### config.mk
export PLATFORM = sky130hd
export DESIGN_NAME = canvas_plotter
export DESIGN_NICKNAME = d
export VERILOG_FILES = /design/src/rtl/canvas_plotter.sv
export SDC_FILE = /design/constraint.sdc
export NUM_CORES = 1
export LEC_CHECK = 0
export ABC_AREA = 1
export CAP_MARGIN = 20
export CORE_MARGIN = 1
export CORE_UTILIZATION = 63
export CTS_CLUSTER_SIZE = 28
export DETAILED_ROUTE_END_ITERATION = 12
export DONT_BUFFER_PORTS = 1
export GPL_ROUTABILITY_DRIVEN = 0
export HOLD_SLACK_MARGIN = 0.1
export PLACE_DENSITY_LB_ADDON = 0.3
export SYNTH_ARGS = -nofsm -noshare
export SYNTH_HDL_FRONTEND = slang
export SYNTH_SLANG_ARGS = --single-unit
### constraint.sdc
create_clock -name clk -period 3.72 [get_ports clk]
set_clock_uncertainty 0.2 [all_clocks]
set_input_delay 0.93 -clock clk [delete_from_list [all_inputs] [get_ports clk]]
set_output_delay 0.93 -clock clk [all_outputs]
set_load 0.01 [all_outputs]
### src/rtl/canvas_plotter.sv
// canvas_plotter: turns draw/erase decisions into single-pixel VGA writes
//   clk, reset (sync, active-low)
//   draw, erase             level requests from the drawing controller
//   color, mouse_x, mouse_y brush colour and cursor position
//   vga_x, vga_y, vga_colour, vga_plot  registered pixel write port
//   busy                    high while a stamp or sweep is in progress
// Define CANVAS_PLOTTER_DEDUP_EN to skip re-stamping an unchanged brush.
module canvas_plotter #(
    parameter int          CANVAS_W    = 160,
    parameter int          CANVAS_H    = 120,
    parameter int          XW          = 8,
    parameter int          YW          = 7,
    parameter int          BRUSH       = 3,
    parameter logic [14:0] ERASE_COLOR = 15'h7FFF
) (
    input  logic          clk,
    input  logic          reset,
    input  logic          draw,
    input  logic          erase,
    input  logic [14:0]   color,
    input  logic [XW-1:0] mouse_x,
    input  logic [YW-1:0] mouse_y,
    output logic [XW-1:0] vga_x,
    output logic [YW-1:0] vga_y,
    output logic [14:0]   vga_colour,
    output logic          vga_plot,
    output logic          busy
);
    localparam int R  = BRUSH / 2;
    localparam int BW = $clog2(BRUSH + 1);

    typedef enum logic [1:0] {IDLE, STAMP, SWEEP} state_t;
    state_t state_q, state_d;

    logic [BW-1:0] ox_q, ox_d, oy_q, oy_d;
    logic [XW-1:0] cx_q, cx_d, bx_q, bx_d, x_q, x_d;
    logic [YW-1:0] cy_q, cy_d, by_q, by_d, y_q, y_d;
    logic [14:0]   bcol_q, bcol_d, col_q, col_d;
    logic          armed_q, armed_d, plot_q, plot_d, busy_q, busy_d;
    logic          dup, start_sweep, start_stamp, in_rng;
    logic [XW:0]   px;
    logic [YW:0]   py;

    // The last latched brush doubles as the dedup reference.
`ifdef CANVAS_PLOTTER_DEDUP_EN
    logic valid_q;
    assign dup = valid_q && mouse_x == bx_q && mouse_y == by_q && color == bcol_q;
    always_ff @(posedge clk)
        if (!reset) valid_q <= 1'b0;
        else        valid_q <= start_sweep ? 1'b0 : start_stamp ? 1'b1 : valid_q;
`else
    assign dup = 1'b0;
`endif

    assign start_sweep = state_q == IDLE && erase && armed_q;
    assign start_stamp = state_q == IDLE && draw && !erase && !dup;

    // One extra bit so positions left of / above the canvas read as negative.
    assign px     = {1'b0, bx_q} + (XW+1)'(ox_q) - (XW+1)'(R);
    assign py     = {1'b0, by_q} + (YW+1)'(oy_q) - (YW+1)'(R);
    assign in_rng = !px[XW] && px < (XW+1)'(CANVAS_W) && !py[YW] && py < (YW+1)'(CANVAS_H);

    always_comb begin
        state_d = state_q;
        ox_d    = ox_q;
        oy_d    = oy_q;
        cx_d    = cx_q;
        cy_d    = cy_q;
        bx_d    = bx_q;
        by_d    = by_q;
        bcol_d  = bcol_q;
        armed_d = armed_q | ~erase;
        x_d     = x_q;
        y_d     = y_q;
        col_d   = col_q;
        plot_d  = 1'b0;
        busy_d  = 1'b0;
        case (state_q)
            IDLE: begin
                if (start_sweep) begin
                    state_d = SWEEP;
                    armed_d = 1'b0;
                    cx_d    = '0;
                    cy_d    = '0;
                end else if (start_stamp) begin
                    state_d = STAMP;
                    bx_d    = mouse_x;
                    by_d    = mouse_y;
                    bcol_d  = color;
                    ox_d    = '0;
                    oy_d    = '0;
                end
            end
            STAMP: begin
                busy_d  = 1'b1;
                plot_d  = in_rng;
                x_d     = in_rng ? px[XW-1:0] : x_q;
                y_d     = in_rng ? py[YW-1:0] : y_q;
                col_d   = in_rng ? bcol_q : col_q;
                ox_d    = ox_q == BW'(BRUSH-1) ? '0 : ox_q + 1'b1;
                oy_d    = ox_q == BW'(BRUSH-1) ? oy_q + 1'b1 : oy_q;
                state_d = ox_q == BW'(BRUSH-1) && oy_q == BW'(BRUSH-1) ? IDLE : STAMP;
            end
            SWEEP: begin
                busy_d  = 1'b1;
                plot_d  = 1'b1;
                x_d     = cx_q;
                y_d     = cy_q;
                col_d   = ERASE_COLOR;
                cx_d    = cx_q == XW'(CANVAS_W-1) ? '0 : cx_q + 1'b1;
                cy_d    = cx_q == XW'(CANVAS_W-1) ? cy_q + 1'b1 : cy_q;
                state_d = cx_q == XW'(CANVAS_W-1) && cy_q == YW'(CANVAS_H-1) ? IDLE : SWEEP;
            end
            default: state_d = IDLE;
        endcase
    end

    always_ff @(posedge clk) begin
        if (!reset) begin
            state_q <= IDLE;
            ox_q    <= '0;
            oy_q    <= '0;
            cx_q    <= '0;
            cy_q    <= '0;
            bx_q    <= '0;
            by_q    <= '0;
            bcol_q  <= '0;
            armed_q <= 1'b1;
            x_q     <= '0;
            y_q     <= '0;
            col_q   <= '0;
            plot_q  <= 1'b0;
            busy_q  <= 1'b0;
        end else begin
            state_q <= state_d;
            ox_q    <= ox_d;
            oy_q    <= oy_d;
            cx_q    <= cx_d;
            cy_q    <= cy_d;
            bx_q    <= bx_d;
            by_q    <= by_d;
            bcol_q  <= bcol_d;
            armed_q <= armed_d;
            x_q     <= x_d;
            y_q     <= y_d;
            col_q   <= col_d;
            plot_q  <= plot_d;
            busy_q  <= busy_d;
        end
    end

    assign vga_x      = x_q;
    assign vga_y      = y_q;
    assign vga_colour = col_q;
    assign vga_plot   = plot_q;
    assign busy       = busy_q;
endmodule

==> results.toml <==
[sta]
final-max-slew-violation-count = 0
setup_viol = 0
fin_tns_setup_ps = 0
post-route-min-period_ps = 3120
part_of_the_cycle_the_worst_path_needs_pct = 83.8
final_hold_viol_count = 0
worst_pin_slew_ps = 825
timing.max_slew.rel_slack_pct = 44.8
grt_setup_unrepaired = "false"
postLayoutSetupSlackWorst_ps = 603
max_freq_ghz = 0.321

[power_and_ir_drop]
p_int_uw = 2080
power.ir.vdd_worst_mv = 0.412
power.clock.fraction_pct = 17.8
swShare_pct = 45.4
p_comb_share_pct = 46.2
p_per_area_mw_per_mm2 = 833
seq_power_share_pct = 36.0
net-switching-power_uw = 1730
static_leakage_uw = 0.00211

[clock_network]
number_of_clock_sinks = 84
cts_stage_hold_buffer_count = 0
clkSlewWorstSetupHoldPaths_ps = 90
total_clock_buffers_created_by_cts = 9
clk-insertion-delay-late_ps = 370
clockBufferDepth = 2
htree_levels = 3
cts_setup_buffers = 0
cts.repair.resized = 0
cts.root.buffer_cell = "sky130_fd_sc_hd__clkbuf_8"
cts_tree = "done"

[floorplanning]
placeableCoreArea_mm2 = 0.00653
fp-row-count = 29
floorplan.initialDensity_pct = 66.9
top_level_ports = 66
die_h_um = 85.3
die-width_um = 85.3
die_area_mm2 = 0.00728

[critical_path]
crit_path_start_kind = "register"
cp_data_required_time_ps = 3790
cp_cell_sequence = "inv_1, ha_1, inv_1, ha_1, inv_1, fa_1, inv_1, nand2_1, nand2_1, nand2_1, xor2_1, nor2_1, nand2_1, nand3_2, buf_4, nand3b_1, nand2_1, nor2_1"
timing.setup.critical_path_class = "reg2reg"
timing.critical_path.slowest_stage_cell = "sky130_fd_sc_hd__fa_1"
path_common_cell = "sky130_fd_sc_hd__nand2_1"
critical_path_peak_fanout = 39
timing.critical_path.slowest_cell_delay_ps = 400
crit_path_end_kind = "register"
critPathArrivalTime_ps = 3190

[run_status]
run_status = "finished, final reports clean"

[detailed_routing]
route.detailed.drc = 0
wl_met2_um = 4090
drt.antenna.violating_nets = 0
drt_wl_cell_um = 13.3
drt_iter0_drc = 229
vias_per_cell = 5.48
top_layer = "met4"
detailroute.via_count = 3745
detailedRoute.firstPassIterationCount = 4
route.met3.wl_um = 452
met1Wirelength_um = 4410
route.final.wire_length_um = 9100

[yosys]
synth_sequential_area_ratio_pct = 38.5
avgSynthCellArea_um2 = 7.14
synth.lib_cells_used.distinct = 33
yosys_warnings = 0
syn-instance-count = 612
postSynthRegisterBits = 84
async_flop_share_pct = 0
netlist_area_mm2 = 0.00437
yosys_most_used_dff = "sky130_fd_sc_hd__dfxtp_1"
synth_enable_flop_cells = 0
synth_nets = 672

[placed_design]
place.port_buffers = 0
placement.setup.worst_slack_ps = 662
post-dp-hpwl_um = 6430

[grt]
initial_antenna_violation_count = 0
gr-usage-all-layers_pct = 26.3
first_global_vias = 3323
grt_start_max_net_pins = 70
globalRoute.totalOverflow = 0
grt_first_pass_wirelength_um = 15100

[layout]
final_layout_size_suffix_gt1_share_pct = 6.44
antenna_cells = 0
final_nets = 661
synth_to_final_area_change_pct = 4.72
finish.utilization_pct = 70.1

[job]
maxCapViolations = 0

[hold_path]
timing.hold.worst.class = "reg2reg"
[metal layers]
layer  track usage, %  up-vias
li1                 -     1957
met1             35.1     1666
met2             41.3      111
met3             5.45       11
met4             11.8        0
met5                0        -
[power groups by stage]
stage / clock network (uW) / logic, uW / registers [uW]
2_1_floorplan: 0 / 1400 / 1350
3_3_place_gp: 0 / 1650 / 1380
3_5_place_dp: 0 / 1720 / 1390
4_1_cts: 685 / 1730 / 1370
5_1_grt: 732 / 2010 / 1400
6_report: 677 / 1760 / 1370
[critical path, delay by kind of cell, from the launching register on]
family | cells | cell delay (ps)
and+or+nand+nor | 9 | 780
buffers and inverters | 5 | 670
xor gates and xnor gates | 1 | 160
adders and majority gates | 3 | 860
DFF | 1 | 340
[per-stage QoR]
step,cells,area [um^2],hold WS [ps],total power [uW]
2_1_floorplan,612,4370,229,2740
3_3_place_gp,667,4370,239,3040
3_5_place_dp,667,4370,245,3110
4_1_cts,683,4580,267,3790
5_1_grt,683,4580,291,4140
6_report,683,4580,263,3810
[registers in the layout (all words and copies together) (netlist names)]
name / cells
bx_q: 8
cy_q: 7
vga_x: 8
vga_colour: 15
by_q: 7
vga_plot: 1
oy_q: 2
bcol_q: 15
state_q: 2
ox_q: 2
busy: 1
cx_q: 8
vga_y: 7
armed_q: 1
[cell families (layout without fill, tap and decap cells)]
logic type / after synthesis / in the layout / share of synthesized area, %
and+or+nand+nor: 304 / 304 / 31.4
buffers and inverters: 91 / 85 / 8.41
DFF: 84 / 84 / 38.5
adders and majority gates: 26 / 26 / 7.78
muxes: 3 / 3 / 0.687
xor gates and xnor gates: 7 / 7 / 1.40
AOI/OAI and AO/OA: 97 / 97 / 11.8
[cells in the final DEF, fill, tap and decap left out, types with 6 or more instances in the layout]
cell and instances:
sky130_fd_sc_hd__ha_1 24, sky130_fd_sc_hd__xor2_1 6, sky130_fd_sc_hd__a21oi_1 39, sky130_fd_sc_hd__clkbuf_8 9
sky130_fd_sc_hd__nand3b_1 20, sky130_fd_sc_hd__o21ai_0 49, sky130_fd_sc_hd__nor2_1 97, sky130_fd_sc_hd__inv_1 60
sky130_fd_sc_hd__nor3_1 9, sky130_fd_sc_hd__nand3_1 26, sky130_fd_sc_hd__nand4_1 6, sky130_fd_sc_hd__nor3_2 10
sky130_fd_sc_hd__dfxtp_1 84, sky130_fd_sc_hd__nand2_1 127
[final timing paths]
path | startpoint | endpoint | slack, ps | depth (start not counted)
worst max register to register | oy_q[1] | vga_colour[9] | 600 | 18
worst min register to register | armed_q | armed_q | 260 | 2
worst max-delay path | oy_q[1] | vga_colour[9] | 600 | 18
worst min-delay path | armed_q | armed_q | 260 | 2
[area by class of cell]
class | instances | area, um^2
Fill cell | 552 | 1950
Sequential cell | 84 | 1680
Tap cell | 77 | 96.3
Multi-Input combinational cell | 437 | 2320
Inverter | 65 | 244
Timing Repair Buffer | 4 | 30.0
Clock buffer | 9 | 124
Clock inverter | 7 | 80.1
[cell usage after synthesis (2+ instances only)]
cell type | number | area (um^2)
sky130_fd_sc_hd__buf_6 | 2 | 22.5
sky130_fd_sc_hd__nand3b_1 | 20 | 150
sky130_fd_sc_hd__nand2_2 | 2 | 12.5
sky130_fd_sc_hd__nand3_2 | 2 | 20.0
sky130_fd_sc_hd__a211oi_1 | 3 | 22.5
sky130_fd_sc_hd__inv_1 | 60 | 225
sky130_fd_sc_hd__nand2_1 | 127 | 477
sky130_fd_sc_hd__nor2_1 | 97 | 364
sky130_fd_sc_hd__nand3_1 | 26 | 130
sky130_fd_sc_hd__dfxtp_1 | 84 | 1680
sky130_fd_sc_hd__nor3_1 | 9 | 45.0
sky130_fd_sc_hd__a21oi_1 | 39 | 195
sky130_fd_sc_hd__buf_4 | 2 | 15.0
sky130_fd_sc_hd__nor3b_1 | 5 | 37.5
sky130_fd_sc_hd__o21ai_0 | 49 | 245
sky130_fd_sc_hd__nand4_1 | 6 | 37.5
sky130_fd_sc_hd__buf_2 | 3 | 15.0
sky130_fd_sc_hd__fa_1 | 2 | 40.0
sky130_fd_sc_hd__xor2_1 | 6 | 52.6
sky130_fd_sc_hd__mux2i_1 | 3 | 30.0
sky130_fd_sc_hd__inv_2 | 4 | 15.0
sky130_fd_sc_hd__ha_1 | 24 | 300
sky130_fd_sc_hd__nor3_2 | 10 | 100
sky130_fd_sc_hd__clkbuf_1 | 18 | 67.6
No activity file was read; power rests on OpenSTA's default activity.
